File: config.mk
export PLATFORM = sky130hd
export DESIGN_NAME = spi_flash_responder
export DESIGN_NICKNAME = d
export VERILOG_FILES = /design/src/rtl/spi_flash_responder.sv
export SDC_FILE = /design/constraint.sdc
export NUM_CORES = 1
export LEC_CHECK = 0
export ABC_AREA = 1
export CAP_MARGIN = 20
export CELL_PAD_IN_SITES_DETAIL_PLACEMENT = 1
export CELL_PAD_IN_SITES_GLOBAL_PLACEMENT = 1
export CORE_UTILIZATION = 35
export CTS_BUF_LIST = sky130_fd_sc_hd__clkbuf_16
export DETAILED_ROUTE_END_ITERATION = 10
export GPL_ROUTABILITY_DRIVEN = 0
export HOLD_SLACK_MARGIN = 0.15
export PLACE_DENSITY = 0.84
export SLEW_MARGIN = 25
export SYNTH_ARGS = -nofsm -noshare
export SYNTH_HDL_FRONTEND = slang
export SYNTH_SLANG_ARGS = --single-unit
File: constraint.sdc
create_clock -name sys_clk -period 1.7 [get_ports sys_clk]
set_input_delay 0.425 -clock sys_clk [delete_from_list [all_inputs] [get_ports sys_clk]]
set_output_delay 0.425 -clock sys_clk [all_outputs]
set_load 0.005 [all_outputs]
File: src/rtl/spi_flash_responder.sv
// SPI mode-0 slave emulating the READ (0x03) path of a serial NOR flash.
// All SPI pins are oversampled in sys_clk; data comes from an external byte memory.
module spi_flash_responder #(
    parameter int          ADDR_W   = 24,
    parameter logic [7:0]  READ_CMD = 8'h03
) (
    input  logic              sys_clk,
    input  logic              sys_rst,
    input  logic              spi_sclk,
    input  logic              spi_cs,
    input  logic              spi_mosi,
    output logic              spi_miso,
    output logic              spi_miso_oe,
    output logic              mem_rd_en,
    output logic [ADDR_W-1:0] mem_addr,
    input  logic [7:0]        mem_rdata,
    output logic              bad_cmd,
    output logic              xfer_done,
    output logic [15:0]       byte_cnt
);

    typedef enum logic [2:0] {
        S_IDLE,
        S_CMD,
        S_ADDR,
        S_DATA,
        S_IGNORE
    } state_t;

    state_t state_q, state_d;

    logic sclk_s1_q, sclk_s2_q, sclk_h_q;
    logic cs_s1_q, cs_s2_q, cs_h_q;
    logic mosi_s1_q, mosi_s2_q;
    logic [1:0] warm_q;

    logic [4:0]        bit_cnt_q, bit_cnt_d;
    logic [22:0]       shift_q, shift_d;
    logic [ADDR_W-1:0] addr_q, addr_d;
    logic [ADDR_W-1:0] mem_addr_q, mem_addr_d;
    logic [6:0]        tx_q, tx_d;
    logic              miso_q, miso_d;
    logic [15:0]       byte_cnt_q, byte_cnt_d;
    logic              rd_en_q, rd_en_d;
    logic              load_q, load_d;
    logic              bad_q, bad_d;
    logic              done_q, done_d;

    logic sclk_rise, sclk_fall, cs_fall, cs_rise, startup;
    logic [23:0] shift_in;

    // Synchronisers; CS resets high so reset itself never looks like a select.
    always_ff @(posedge sys_clk) begin
        if (sys_rst) begin
            sclk_s1_q <= 1'b0;
            sclk_s2_q <= 1'b0;
            sclk_h_q  <= 1'b0;
            cs_s1_q   <= 1'b1;
            cs_s2_q   <= 1'b1;
            cs_h_q    <= 1'b1;
            mosi_s1_q <= 1'b0;
            mosi_s2_q <= 1'b0;
            warm_q    <= 2'd0;
        end else begin
            sclk_s1_q <= spi_sclk;
            sclk_s2_q <= sclk_s1_q;
            sclk_h_q  <= sclk_s2_q;
            cs_s1_q   <= spi_cs;
            cs_s2_q   <= cs_s1_q;
            cs_h_q    <= cs_s2_q;
            mosi_s1_q <= spi_mosi;
            mosi_s2_q <= mosi_s1_q;
            if (warm_q != 2'd3)
                warm_q <= warm_q + 2'd1;
        end
    end

    assign sclk_rise = sclk_s2_q & ~sclk_h_q;
    assign sclk_fall = ~sclk_s2_q & sclk_h_q;
    assign cs_fall   = ~cs_s2_q & cs_h_q;
    assign cs_rise   = cs_s2_q & ~cs_h_q;
    // A CS fall seen while the synchroniser is still flushing reset values is
    // a transfer that started before reset; it must not be joined.
    assign startup   = (warm_q != 2'd3);
    assign shift_in  = {shift_q, mosi_s2_q};

    always_ff @(posedge sys_clk) begin
        if (sys_rst)
            state_q <= S_IDLE;
        else
            state_q <= state_d;
    end

    always_comb begin
        state_d = state_q;
        unique case (state_q)
            S_IDLE:
                if (cs_fall)
                    state_d = startup ? S_IGNORE : S_CMD;
            S_CMD:
                if (cs_rise)
                    state_d = S_IDLE;
                else if (sclk_rise && bit_cnt_q == 5'd7)
                    state_d = (shift_in[7:0] == READ_CMD) ? S_ADDR : S_IGNORE;
            S_ADDR:
                if (cs_rise)
                    state_d = S_IDLE;
                else if (sclk_rise && bit_cnt_q == 5'd23)
                    state_d = S_DATA;
            S_DATA, S_IGNORE:
                if (cs_rise)
                    state_d = S_IDLE;
            default:
                state_d = S_IDLE;
        endcase
    end

    always_comb begin
        bit_cnt_d  = bit_cnt_q;
        shift_d    = shift_q;
        addr_d     = addr_q;
        mem_addr_d = mem_addr_q;
        tx_d       = tx_q;
        miso_d     = miso_q;
        byte_cnt_d = byte_cnt_q;
        rd_en_d    = 1'b0;
        load_d     = rd_en_q;
        bad_d      = 1'b0;
        done_d     = 1'b0;
        unique case (state_q)
            S_IDLE: begin
                miso_d = 1'b0;
                if (cs_fall) begin
                    bit_cnt_d  = 5'd0;
                    shift_d    = '0;
                    tx_d       = '0;
                    byte_cnt_d = 16'd0;
                end
            end
            S_CMD: begin
                if (cs_rise) begin
                    miso_d = 1'b0;
                end else if (sclk_rise) begin
                    shift_d   = shift_in[22:0];
                    bit_cnt_d = bit_cnt_q + 5'd1;
                    if (bit_cnt_q == 5'd7) begin
                        bit_cnt_d = 5'd0;
                        bad_d     = (shift_in[7:0] != READ_CMD);
                    end
                end
            end
            S_ADDR: begin
                if (cs_rise) begin
                    miso_d = 1'b0;
                end else if (sclk_rise) begin
                    shift_d   = shift_in[22:0];
                    bit_cnt_d = bit_cnt_q + 5'd1;
                    if (bit_cnt_q == 5'd23) begin
                        bit_cnt_d  = 5'd0;
                        addr_d     = shift_in[ADDR_W-1:0];
                        mem_addr_d = shift_in[ADDR_W-1:0];
                        rd_en_d    = 1'b1;
                    end
                end
            end
            S_DATA: begin
                if (cs_rise) begin
                    miso_d = 1'b0;
                    done_d = 1'b1;
                end else begin
                    if (load_q) begin
                        tx_d   = mem_rdata[6:0];
                        miso_d = mem_rdata[7];
                        addr_d = addr_q + {{(ADDR_W-1){1'b0}}, 1'b1};
                    end else if (sclk_fall && bit_cnt_q != 5'd0) begin
                        tx_d   = {tx_q[5:0], 1'b0};
                        miso_d = tx_q[6];
                    end
                    if (sclk_rise) begin
                        bit_cnt_d = bit_cnt_q + 5'd1;
                        // Byte complete: count it and prefetch the next one.
                        if (bit_cnt_q == 5'd7) begin
                            bit_cnt_d  = 5'd0;
                            rd_en_d    = 1'b1;
                            mem_addr_d = addr_q;
                            if (byte_cnt_q != 16'hFFFF)
                                byte_cnt_d = byte_cnt_q + 16'd1;
                        end
                    end
                end
            end
            S_IGNORE: begin
                miso_d = 1'b0;
            end
            default: begin
                miso_d = 1'b0;
            end
        endcase
    end

    always_ff @(posedge sys_clk) begin
        if (sys_rst) begin
            bit_cnt_q  <= 5'd0;
            shift_q    <= '0;
            addr_q     <= '0;
            mem_addr_q <= '0;
            tx_q       <= '0;
            miso_q     <= 1'b0;
            byte_cnt_q <= 16'd0;
            rd_en_q    <= 1'b0;
            load_q     <= 1'b0;
            bad_q      <= 1'b0;
            done_q     <= 1'b0;
        end else begin
            bit_cnt_q  <= bit_cnt_d;
            shift_q    <= shift_d;
            addr_q     <= addr_d;
            mem_addr_q <= mem_addr_d;
            tx_q       <= tx_d;
            miso_q     <= miso_d;
            byte_cnt_q <= byte_cnt_d;
            rd_en_q    <= rd_en_d;
            load_q     <= load_d;
            bad_q      <= bad_d;
            done_q     <= done_d;
        end
    end

    assign spi_miso    = miso_q;
    assign spi_miso_oe = ~cs_s2_q;
    assign mem_rd_en   = rd_en_q;
    assign mem_addr    = mem_addr_q;
    assign bad_cmd     = bad_q;
    assign xfer_done   = done_q;
    assign byte_cnt    = byte_cnt_q;

endmodule

### Word level (Yosys, flattened, before mapping)

Index checks and enable logic that the tools add are counted.

* bits in registers: 117
* bits of input ports: 13

* add/subtract/negate cells: 4
* equal/unequal tests: 29
* mux-type cells: 55
* bitwise operators: 12
* reductions and logical operators: 22

Operators with widths (number)
* 24-bit two-way mux: 8
* 24-bit case mux with 2 select lines: 2
* 16-bit two-way mux: 5
* 23-bit two-way mux: 3
* 23-bit case mux with 2 select lines: 1
* 5-bit two-way mux: 7
* 16-bit case mux with 2 select lines: 1
* 7-bit two-way mux: 4
* 2-bit inequality test, second input constant: 13
* 24-bit by 1-bit adder with 24-bit output, second input constant: 1
* 3-bit two-way mux: 8
* 6-bit AND reduction: 3
* 16-bit by 1-bit adder with 16-bit output, second input constant: 1
* 16-bit inequality test, second input constant: 1
* 5-bit case mux with 3 select lines: 1
* 7-bit case mux with 2 select lines: 1
* 3-bit case mux with 4 select lines: 1
* 4-bit AND reduction: 3
* 1-bit two-way mux: 11
* 3-bit inequality test, second input constant: 3
* 8-bit by 2-bit == test with 1-bit output, second input constant: 1
* 8-bit by 2-bit inequality test with 1-bit output, second input constant: 1
* 1-bit NOT: 8
* 2-bit OR reduction: 4
* other kinds (19): 30

### Logic depth before layout (Yosys ltp)

* depth in word-level cells: 7
* gate-level depth with buffers: 12
* gate-level depth less buffers: 11

### Worst setup path after synthesis

No wires, ideal clock.

* path type: register -> register
* start point: register byte_cnt_q[0] (netlist: byte_cnt[0])
* end point: register byte_cnt_q[6] (netlist: byte_cnt[6])
* library setup time: 0.114 ns
* data arrival time: 1.542 ns
* slack: 0.044 ns
* cell stages (with the launch flop): 12
* period minus slack after synthesis: 1.656 ns
* cell sequence: dfxtp_1 > ha_1 > nand2_1 > nor2_2 > nand2_1 > nor2_1 > nand2_1 > clkbuf_1 > nand3_1 > nand2_1 > inv_1 > nor2_1

* cells in the longest elaborated chain, start to end: 6
* elaborated cells on any way between the ends: 9

RTL lines
* start: declaration: RTL line 43 `logic [15:0] byte_cnt_q, byte_cnt_d;`
* start signal: assignment: RTL line 221 `byte_cnt_q <= byte_cnt_d;`
* 16-bit by 1-bit adder with 16-bit output: RTL line 187 `byte_cnt_d = byte_cnt_q + 16'd1;`
* 16-bit two-way mux: RTL line 186 `if (byte_cnt_q != 16'hFFFF)`
* 16-bit two-way mux: RTL line 182 `if (bit_cnt_q == 5'd7) begin`
* 16-bit two-way mux: RTL line 179 `if (sclk_rise) begin`
* 16-bit two-way mux: RTL line 167 `if (cs_rise) begin`
* 16-bit case mux with 2 select lines: RTL line 130 `unique case (state_q)`

Several ways; a longest one is shown, not always the timed one. The select of a mux whose other input is x is not followed.
A chain may end at the register's enable or synchronous reset.

### Worst setup path after layout

* start point: register state_q[2]
* end point: register addr_q[13]

* cells in the longest elaborated chain, start to end: 3
* elaborated cells on any way between the ends: 10

RTL lines
* start: declaration: RTL line 30 `state_t state_q, state_d;`
* start signal: assignment: RTL line 91 `state_q <= state_d;`
* 3-bit by 2-bit == test with 1-bit output: RTL line 130
* 2-bit inequality test (no source line) / 2-bit nonzero test (equally long branches)
* 6-bit AND reduction (no source line)
* end signal: assignment: RTL line 217 `addr_q <= addr_d;`
* end: declaration: RTL line 39 `logic [ADDR_W-1:0] addr_q, addr_d;`

Several ways; a longest one is shown, not always the timed one.

==> impl_metrics.env <==
export IMPL_cts_buffer_depth=2
export IMPL_status="finished, violations left"
export IMPL_initial_core_util_pct=36.2
export IMPL_r2r_start="state_q[2]"
export IMPL_total_power_mw=14.6
export IMPL_hp_class="reg -> reg"
export IMPL_cp_common_cell="a21oi_1"
export IMPL_first_pass_iters=5
export IMPL_crit_type="reg -> reg"
export IMPL_insertion_delay_ps=440
export IMPL_clock_fmax_ghz=0.530
export IMPL_ir_worst_vdd_mv=0.959
export IMPL_grt_pass1_vias=7135
export IMPL_finalClockSkew_ps=14.5
export IMPL_synth_distinct_cells=39
export IMPL_cts_tree="done"
export IMPL_die_w_um=134
export IMPL_numClockSinks=117
export IMPL_wl_per_cell_um=20.4
export IMPL_post_route_period_util_pct=111
export IMPL_dieArea_mm2=0.0179
export IMPL_ys_seq_area_share_pct=38.6
export IMPL_required_ps=2050
export IMPL_routed_wl_um=27300
export IMPL_tightest_slew_ps=402
export IMPL_pre_cts_ws_ps=-102
export IMPL_design_portCount=58
export IMPL_leakagePower_nw=4.07
export IMPL_htree_num_levels=4
export IMPL_grt_usage_pct=25.6
export IMPL_final_core_util_pct=53.9
export IMPL_syn_cell_area_mm2=0.00607
export IMPL_synthesis_nets=968
export IMPL_power_density_mw_per_mm2=1610
export IMPL_rsz0062_at_grt="true"
export IMPL_cts_root_buf="clkbuf_16"
export IMPL_cpMaxStageDelayCell="dfxtp_1"
export IMPL_startpoint="state_q[2]"
export IMPL_antennaDiodeCount=0
export IMPL_grt_pass1_wl_um=35700
export IMPL_fin_crit_ps=1890
export IMPL_endpoint_kind="flip-flop"
export IMPL_nFillCells=2092
export IMPL_crit_path_max_incr_delay_ps=450
export IMPL_grt_overflow=0
export IMPL_violations="negative setup slack"
export IMPL_hp_start="sclk_s1_q"
export IMPL_synth_seq_cells=117
export IMPL_drc=0
export IMPL_crit_path_cell_trace="inv_4, nand2_4, buf_4, nor2_1, a21oi_1, o21ai_0, a21oi_1"
export IMPL_synthCells=950
export IMPL_port_buffers=57
export IMPL_path_clk_slew_ps=60
export IMPL_critPathMaxFanout=13
export IMPL_areaGrowthSynthToFinish_pct=48.8
export IMPL_startpoint_type="flip-flop"
export IMPL_antenna_found_initial=0
export IMPL_hold_violations=0
export IMPL_final_common_cell="nand2_1"
export IMPL_hold_buffers=0
export IMPL_dpl_hpwl_um=13600
export IMPL_holdPathStages=2
export IMPL_yosys_warnings=0
export IMPL_grt_max_degree=39
export IMPL_rows=47
export IMPL_max_slew_margin_pct=73.0
export IMPL_setup_ws_ps=-187
export IMPL_maxSlewViolCount=0
export IMPL_avgSynthCellArea_um2=6.39
export IMPL_final_layout_size_suffix_gt1_share_pct=26.8
export IMPL_vias=7363
export IMPL_timing_hold_ws_ps=408
export IMPL_setup_violations=49
export IMPL_rrSetupSlack_ps=-190
export IMPL_maxCapViolCount=0
export IMPL_vias_per_cell=5.52
export IMPL_drt_iter0_markers=628
export IMPL_final_cell_mix="184 x nand2_1, 161 x nor2_1, 93 x inv_1"
export IMPL_nets=1119
export IMPL_drtAntennaViolNets=0
export IMPL_numCtsBuffers=17
export IMPL_reg2reg_depth=7
export IMPL_core_mm2=0.0168
export IMPL_die_y_um=134
export IMPL_arrival_ps=2230
==> cells by family (layout without fill, tap and decap cells) <==
family	after synthesis	in the layout	share of synthesized area, %
AO/OA/AOI/OAI	167	167	14.5
adder cells (fa/ha/maj)	5	5	1.03
buffers and inverters	148	312	9.86
XOR/XNOR	4	4	0.577
AND/OR/NAND/NOR	509	509	35.4
flip-flops	117	117	38.6
==> area by class of cell <==
class,instances,area [um^2],area share [%]
clock inverter,15,143,1.58
timing repair buffer,172,1810,20.0
tap,220,275,3.05
multi-input combinational,685,3580,39.6
inverter,108,414,4.59
sequential,117,2390,26.5
clock buffer,17,425,4.71
==> power by group <==
part	switching (mW)	total [mW]	leakage [nW]	internal, mW
registers	0.429	3.74	0.966	3.31
clock network	1.43	3.56	0.275	2.13
logic	4.13	7.27	2.83	3.14
total	5.99	14.6	4.07	8.58
==> cells in the mapped netlist, drive strengths merged <==
cell    number  share of area (%)
nand2      210                 13
nor2       190                 12
o21ai      122                 10
dfxtp      117                 39
inv        106                6.6
nand3       69                5.9
a21oi       30                2.5
buf         26                2.3
nor3        19                1.6
nand4       15                1.7
clkbuf      14               0.87
a22oi        6               0.74
ha           5                1.0
xor2         4               0.58
o21bai       3               0.37
or2          3               0.31
a21boi       2               0.25
clkinv       2               0.14
nor3b        2               0.25
a41oi        1               0.14
nand3b       1               0.12
o211ai       1               0.12
o21a         1               0.12
o31ai        1               0.12
==> per-layer routing <==
metal	wire length (um)	share of wire (%)	up-vias	track usage [%]
li1	-	-	3360	-
met2	13600	50	307	42.7
met3	1410	5.2	104	5.33
met1	11000	40	3592	30.7
met5	0	0	-	0
met4	1300	4.8	0	13.8
==> flip-flops by register name, indices dropped and copies added (netlist names) <==
name and count:
addr_q 24, bit_cnt_q 5, mosi_s1_q 1, cs_s1_q 1
warm_q 2, load_q 1, sclk_h_q 1, mosi_s2_q 1
bad_cmd 1, spi_miso 1, tx_q 7, mem_addr 24
sclk_s1_q 1, mem_rd_en 1, state_q 3, sclk_s2_q 1
cs_s2_q 1, byte_cnt 16, shift_q 23, cs_h_q 1
xfer_done 1
==> stage by stage <==
stage | cell area [um^2] | cells | TNS [ps]
after global placement | 7370 | 1258 | 0
after detailed placement | 7370 | 1258 | -2100
after CTS | 8320 | 1313 | -17.9
after global routing | 9030 | 1334 | -6110
after floorplan | 6070 | 950 | 0
final | 9030 | 1334 | -2320
==> repair_timing <==
| item | 4_1_cts | 5_1_grt |
|---|---|---|
| endpoints found under the setup margin | 90 | 117 |
| pin swaps | 8 | 35 |
| cloned | 4 | 7 |
| resized for setup | 79 | 153 |
| setup buffers | 19 | 15 |
==> critical path: cells and delay by family, from the launching register on <==
family          cells  cell delay (ps)
flops               1              450
simple gates        2              310
compound gates      3              670
buf+inv             2              370
==> path summary, 6_finish.rpt <==
kind | end
worst max-delay path | addr_q[13]
worst min register to register | sclk_s2_q
worst max register to register | addr_q[13]
worst min-delay path | sclk_s2_q
Note: power is estimated with default switching activity, not from simulation.
